<file path="config.mk">
export PLATFORM = sky130hd
export DESIGN_NAME = layer_compositor
export DESIGN_NICKNAME = d
export VERILOG_FILES = /design/src/rtl/layer_compositor.sv
export SDC_FILE = /design/constraint.sdc
export NUM_CORES = 1
export LEC_CHECK = 0
export CAP_MARGIN = 25
export CORE_MARGIN = 3
export CORE_UTILIZATION = 51
export CTS_BUF_LIST = sky130_fd_sc_hd__clkbuf_4 sky130_fd_sc_hd__clkbuf_8
export CTS_CLUSTER_SIZE = 14
export DETAILED_ROUTE_END_ITERATION = 12
export PLACE_DENSITY = 0.83
export SLEW_MARGIN = 40
export SYNTH_ARGS = -nofsm -noshare
export SYNTH_HDL_FRONTEND = slang
export SYNTH_SLANG_ARGS = --single-unit
</file>
<file path="constraint.sdc">
create_clock -name clk25 -period 5.05 [get_ports clk25]
set_input_delay 1.515 -clock clk25 [delete_from_list [all_inputs] [get_ports clk25]]
set_output_delay 1.515 -clock clk25 [all_outputs]
set_load 0.005 [all_outputs]
</file>
<file path="src/rtl/layer_compositor.sv">
// Layer compositor: two-stage pipeline merging LAYERS 1-bit-per-channel layers
// into one VGA pixel, with syncs delayed to match and per-frame collision capture.
module layer_compositor #(
    parameter int unsigned         LAYERS = 8,
    parameter int unsigned         RGB_W  = 3,
    parameter logic [RGB_W-1:0]    BG_RGB = '0,
    localparam int unsigned        LW     = $clog2(LAYERS)
) (
    input  logic                      clk25,
    input  logic                      reset_n,
    input  logic                      hsync_in,
    input  logic                      vsync_in,
    input  logic                      video_on_in,
    input  logic [LAYERS-1:0]         layer_valid,
    input  logic [RGB_W*LAYERS-1:0]   layer_rgb_flat,
    input  logic [LAYERS-1:0]         layer_en,
    input  logic                      prio_hi_first,
    output logic [3:0]                vga_r,
    output logic [3:0]                vga_g,
    output logic [3:0]                vga_b,
    output logic                      hsync_out,
    output logic                      vsync_out,
    output logic                      video_on_out,
    output logic                      top_valid,
    output logic [LW-1:0]             top_layer,
    output logic [LAYERS-1:0]         collide_mask,
    output logic                      frame_done
);

    logic [LAYERS-1:0]       eff_valid_d, eff_valid_q;
    logic [RGB_W*LAYERS-1:0] rgb_s1_d, rgb_s1_q;
    logic                    prio_s1_d, prio_s1_q;
    logic                    hs_s1_d, hs_s1_q;
    logic                    vs_s1_d, vs_s1_q;
    logic                    von_s1_d, von_s1_q;

    logic [2:0]              pix_d, pix_q;
    logic                    hs_s2_d, hs_s2_q;
    logic                    vs_s2_d, vs_s2_q;
    logic                    von_s2_d, von_s2_q;
    logic                    top_valid_d, top_valid_q;
    logic [LW-1:0]           top_layer_d, top_layer_q;

    logic [LAYERS-1:0]       acc_d, acc_q;
    logic [LAYERS-1:0]       collide_mask_d, collide_mask_q;
    logic                    frame_done_d, frame_done_q;

    logic                    win_found;
    logic [LW-1:0]           win_idx;
    logic [RGB_W-1:0]        win_rgb;
    logic [LAYERS-1:0]       contrib;
    logic                    frame_edge;

    always_comb begin
        eff_valid_d = layer_valid & layer_en & {LAYERS{video_on_in}};
        rgb_s1_d    = layer_rgb_flat;
        prio_s1_d   = prio_hi_first;
        hs_s1_d     = hsync_in;
        vs_s1_d     = vsync_in;
        von_s1_d    = video_on_in;
    end

    // Scan in priority order; the first enabled hit is the winner.
    always_comb begin
        win_found = 1'b0;
        win_idx   = '0;
        for (int unsigned i = 0; i < LAYERS; i++) begin
            if (!win_found && eff_valid_q[prio_s1_q ? (LAYERS - 1 - i) : i]) begin
                win_found = 1'b1;
                win_idx   = prio_s1_q ? LW'(LAYERS - 1 - i) : LW'(i);
            end
        end
    end

    always_comb begin
        win_rgb     = win_found ? rgb_s1_q[win_idx*RGB_W +: RGB_W] : BG_RGB;
        pix_d       = von_s1_q ? {win_rgb[RGB_W-1], win_rgb[RGB_W-2], win_rgb[RGB_W-3]} : 3'b000;
        top_valid_d = win_found;
        top_layer_d = win_idx;
        hs_s2_d     = hs_s1_q;
        vs_s2_d     = vs_s1_q;
        von_s2_d    = von_s1_q;
    end

    // x & (x-1) is nonzero exactly when two or more bits are set.
    always_comb begin
        contrib    = ((eff_valid_q & (eff_valid_q - LAYERS'(1))) != '0) ? eff_valid_q : '0;
        frame_edge = vs_s2_q & ~vs_s1_q;
        if (frame_edge) begin
            collide_mask_d = acc_q | contrib;
            acc_d          = '0;
            frame_done_d   = 1'b1;
        end else begin
            collide_mask_d = collide_mask_q;
            acc_d          = acc_q | contrib;
            frame_done_d   = 1'b0;
        end
    end

    always_ff @(posedge clk25) begin
        if (!reset_n) begin
            eff_valid_q    <= '0;
            rgb_s1_q       <= '0;
            prio_s1_q      <= 1'b0;
            hs_s1_q        <= 1'b1;
            vs_s1_q        <= 1'b1;
            von_s1_q       <= 1'b0;
            pix_q          <= '0;
            hs_s2_q        <= 1'b1;
            vs_s2_q        <= 1'b1;
            von_s2_q       <= 1'b0;
            top_valid_q    <= 1'b0;
            top_layer_q    <= '0;
            acc_q          <= '0;
            collide_mask_q <= '0;
            frame_done_q   <= 1'b0;
        end else begin
            eff_valid_q    <= eff_valid_d;
            rgb_s1_q       <= rgb_s1_d;
            prio_s1_q      <= prio_s1_d;
            hs_s1_q        <= hs_s1_d;
            vs_s1_q        <= vs_s1_d;
            von_s1_q       <= von_s1_d;
            pix_q          <= pix_d;
            hs_s2_q        <= hs_s2_d;
            vs_s2_q        <= vs_s2_d;
            von_s2_q       <= von_s2_d;
            top_valid_q    <= top_valid_d;
            top_layer_q    <= top_layer_d;
            acc_q          <= acc_d;
            collide_mask_q <= collide_mask_d;
            frame_done_q   <= frame_done_d;
        end
    end

    assign vga_r        = {4{pix_q[2]}};
    assign vga_g        = {4{pix_q[1]}};
    assign vga_b        = {4{pix_q[0]}};
    assign hsync_out    = hs_s2_q;
    assign vsync_out    = vs_s2_q;
    assign video_on_out = von_s2_q;
    assign top_valid    = top_valid_q;
    assign top_layer    = top_layer_q;
    assign collide_mask = collide_mask_q;
    assign frame_done   = frame_done_q;

endmodule

</file>
; Yosys cells after proc, flatten, opt, wreduce, memory -nomap -nowiden
; Index checks and enable logic that the tools add are counted.
[totals]
out_inout_bits = 28
reg_bits = 63
input_bits = 46
word_cells = 100
[classes]
shifts = 1
bitwise = 7
order_cmp = 8
mul = 1
n_reduce_logical = 17
addsub = 1
muxes = 50
[op_table]
columns = op, n
row1 = 2-to-1 mux 3 bit, 24
row2 = < comparator 3 x 4 -> 1 bit (second input constant), 8
row3 = AND 8 bit, 3
row4 = binary-select mux 1 bit (select 3 bit), 8
row5 = variable part select 24 x 6 -> 3 bit, 1
row6 = 2-to-1 mux 1 bit, 17
row7 = 2-to-1 mux 8 bit, 1
row8 = OR 8 bit, 1
row9 = nonzero test 8 bit, 1
row10 = subtractor 8 x 1 -> 8 bit (second input constant), 1
row11 = logical AND 1 bit, 7
row12 = logical NOT 1 bit, 7
row13 = multiplier 3 x 2 -> 5 bit (second input constant), 1
row14 = AND reduction 3 bit, 1
row15 = NOT 1 bit, 2
row16 = OR reduction 2 bit, 1
row17 = AND 1 bit, 1

; Longest topological paths before layout
[logic_depth]
ltp_word = 27
mapped_depth = 9
depth_no_buf = 7

; Least setup slack after synthesis
; Ideal clock, no wire load.
[synth_timing]
path_kind = input to register
start = input reset_n
end = register pix_q[0]
setup_ns = 0.074
setup_slack_ns = 2.803
t_arrival_ns = 2.173
required_ns = 4.976
stages = 4
path_buffers = 0
cell_sequence = and2_1 > nand2_1 > or3_1 > o211ai_2
[synth_between]
elab_chain_len = 1
[synth_lines]
columns = item, line_no
row1 = "start, declared", 10  ; input logic reset_n,
row2 = AND reduction 3 bit (no source line), --
row3 = "end signal, assigned", 124  ; pix_q <= pix_d;
row4 = "end, declared", 37  ; logic [2:0] pix_d, pix_q;
; Every way passes these cells.
; A chain may end at the register's enable or synchronous reset.

; Worst setup path in the final report
; Same ends and word-level chain as after synthesis.

==> summary.md <==
| Metric | Value |
|---|---|
| Outcome | finished clean |
| Worst Min Path Start | hs_s1_q |
| Worst hold margin | 422 ps |
| Detailed router's first-iteration violation count | 171 |
| H-Tree Depth | 3 |
| Synthesis-to-finish area growth | 37.4% |
| Post-synthesis sequential element count | 63 |
| Mapped Nets | 290 |
| Die Y | 74.4 um |
| Vias per Instance | 5.12 |
| Num ports | 74 |
| Largest net degree at the start of global routing | 28 |
| CTS root buf | clkbuf_8 |
| Power Total | 1.10 mW |
| Worst EP arrival | 3170 ps |
| Library cells used by synthesis | 38 |
| Clk sinks | 63 |
| Min-Delay Endpoint | hsync_out |
| Finish-stage setup viols | 0 |
| Longest Clk Path Bufs | 2 |
| Post-cts sizing count | 0 |
| Crit share post-route | 0.577 |
| Syn Area/Cell | 9.77 sq um |
| Mapped Cells | 244 |
| Setup crit end kind | register |
| Crit-path max cell delay | 590 ps |
| Slew @ Worst Pin | 606 ps |
| Vias | 1857 |
| Final hold violation count | 0 |
| Placed cell area | 3050 sq um |
| Initial antenna violation count | 0 |
| Power per cell area | 337 nW/um^2 |
| Share of flip-flops with an asynchronous set or reset | 0 |
| CP cell instances | clkdlybuf4s50_1, buf_4, and2_1, nand2_1, or3_1, o211ai_2 |
| Clock Pin Slew Worst Setup and Hold Paths | 60 ps |
| Crit Reg-Reg Startpoint | prio_s1_q |
| Core ar. | 4440 sq um |
| Fin Clk Skew | 7.86 ps |
| Die W | 74.4 um |
| Synthesized area | 2380 sq um |
| Worst setup SP type | primary input |
| FP Rows | 24 |
| DR WL/cell | 13.2 um |
| Maximum vdd drop | 0.000219 V |
| Final #Nets | 353 |
| Clock latency on the worst-skew pair | 330 ps |
| TritonCTS buffer count | 9 |
| Synth Flop Type | dfxtp_1 |
| Vias in the first global route | 1757 |
| CTS tree | yes |
| Core Util, Final | 0.737 |
| Hold_buf cts | 0 |
| Worst Hold Class | register to register |
| Share of cells above drive strength 1 | 0.0868 |
| Post-route ant nets | 0 |
| Max transition margin | 0.594 |
| DR pass1 iterations | 4 |
| RSZ-0062 raised after global routing | false |
| Sequential fraction of the synthesis area | 0.529 |
| I/O Buffers | 73 |
| Post-route DRC | 0 |
| Starting Density | 0.536 |
| Final Wtd Congestion | 0.758 |
| Kind of critical path | primary input to register |
| Fmax | 343 MHz |
| Setup Buffers After CTS | 0 |
| Slowest-stage cell, CP | clkdlybuf4s50_1 |
| Total GRT Usage | 0.188 |
| WHS Path Cells | 1 |
| FF-to-FF End | pix_q[0] |
| Min Tclk post-route | 2910 ps |
| WL final | 4780 um |
| Reg2Reg Depth | 7 |
| Final instance area | 3280 sq um |
| Post-synth EDFFs | 0 |
| Synth warn | 0 |
| Die area | 5530 sq um |
| Worst Path Required | 5300 ps |
| Final TNS setup | 0 ps |
| First-pass GRT wire length | 7900 um |
| Leakage power | 1.34 nW |
| DP HPWL | 3520 um |
| Worst-path maximum fanout | 27 |
| Fin. max-slew vios | 0 |
| R2r setup slk | 2800 ps |
| Max Cap Violations | 0 |
| GRT overflow | 0 |
| Ant. Diodes | 0 |
where the power goes:
group / switching (mW) / total [mW] / internal [mW]
sequential: 0.0110 / 0.526 / 0.515
clock: 0.175 / 0.467 / 0.292
combinational: 0.0420 / 0.110 / 0.0682
total: 0.228 / 1.10 / 0.876
layer usage:
layer,track usage,up-vias,part of all wire
met2,0.316,68,0.51
met4,0.101,0,0.020
met1,0.222,847,0.41
met3,0.0459,9,0.056
li1,-,933,-
met5,0,-,0
cell usage after synthesis, types with 2 or more instances:
master    number  area share
nor3_1         3      0.0063
nor2_1        23       0.036
and2_1        29       0.076
o21ai_1       10       0.021
a21oi_1       13       0.027
mux2_1         3       0.014
mux2i_1       12       0.050
o211ai_2       3       0.016
inv_1          4      0.0063
or3_1          5       0.013
buf_4         10       0.031
nand3b_1       2      0.0063
buf_2          5       0.010
nand2b_1       6       0.016
and3_1         8       0.021
clkbuf_1       6      0.0094
nand2_1       17       0.027
dfxtp_1       63        0.53
o22ai_1        2      0.0052
nand3_1        2      0.0042
cell type report:
class                   count  area [sq um]
clock buffers              11           145
multi-input cells         154           970
clock inverters             4          70.1
flip-flops and latches     63          1260
inverters                   4          15.0
well taps                  52          65.1
repair buffers             75           749
fillers                   339          1170
kinds of logic (layout without fill, tap and decap cells):
kind of cell,after synthesis,in the layout,synth area share
compound gates,36,36,0.108
buf+inv,27,94,0.0640
flops,63,63,0.529
mux,15,15,0.0646
simple gates,103,103,0.235
sequential cells by signal (all words and copies together), names as in the netlist, 3 cells and up:
register / cells
top_layer: 3
collide_mask: 8
acc_q: 8
pix_q: 3
rgb_s1_q: 24
eff_valid_q: 8
layout by cell type, fill, tap and decap left out, types with 4 or more instances in the layout:
master,n
nor2_1,23
a21oi_1,13
dfxtp_1,63
clkbuf_8,10
clkdlybuf4s50_1,73
or3_1,5
nand2b_1,6
o21ai_1,10
and3_1,8
inv_1,4
mux2i_1,12
nand2_1,17
and2_1,29
worst max-delay path by stage:
stage,from,end,slack (ps),cells past startpoint
2_1_floorplan,reset_n,pix_q[0],2800,4
3_3_place_gp,reset_n,pix_q[2],1870,6
3_5_place_dp,reset_n,pix_q[0],1790,6
4_1_cts,reset_n,pix_q[0],2110,6
5_1_grt,reset_n,pix_q[0],1970,6
6_report,reset_n,pix_q[0],2140,6
critical path: cells and delay by family:
| kind | cells | cell delay (ps) |
|---|---|---|
| AND/OR/NAND/NOR | 3 | 700 |
| buffers and inverters | 2 | 870 |
| AO/OA/AOI/OAI | 1 | 80 |
metrics by stage:
step | worst slack, ps | instances
2_1_floorplan | 2800 | 244
3_3_place_gp | 1870 | 347
3_5_place_dp | 1790 | 347
4_1_cts | 2110 | 362
5_1_grt | 1970 | 363
6_report | 2140 | 363
Power figures use the tool's default switching activity.
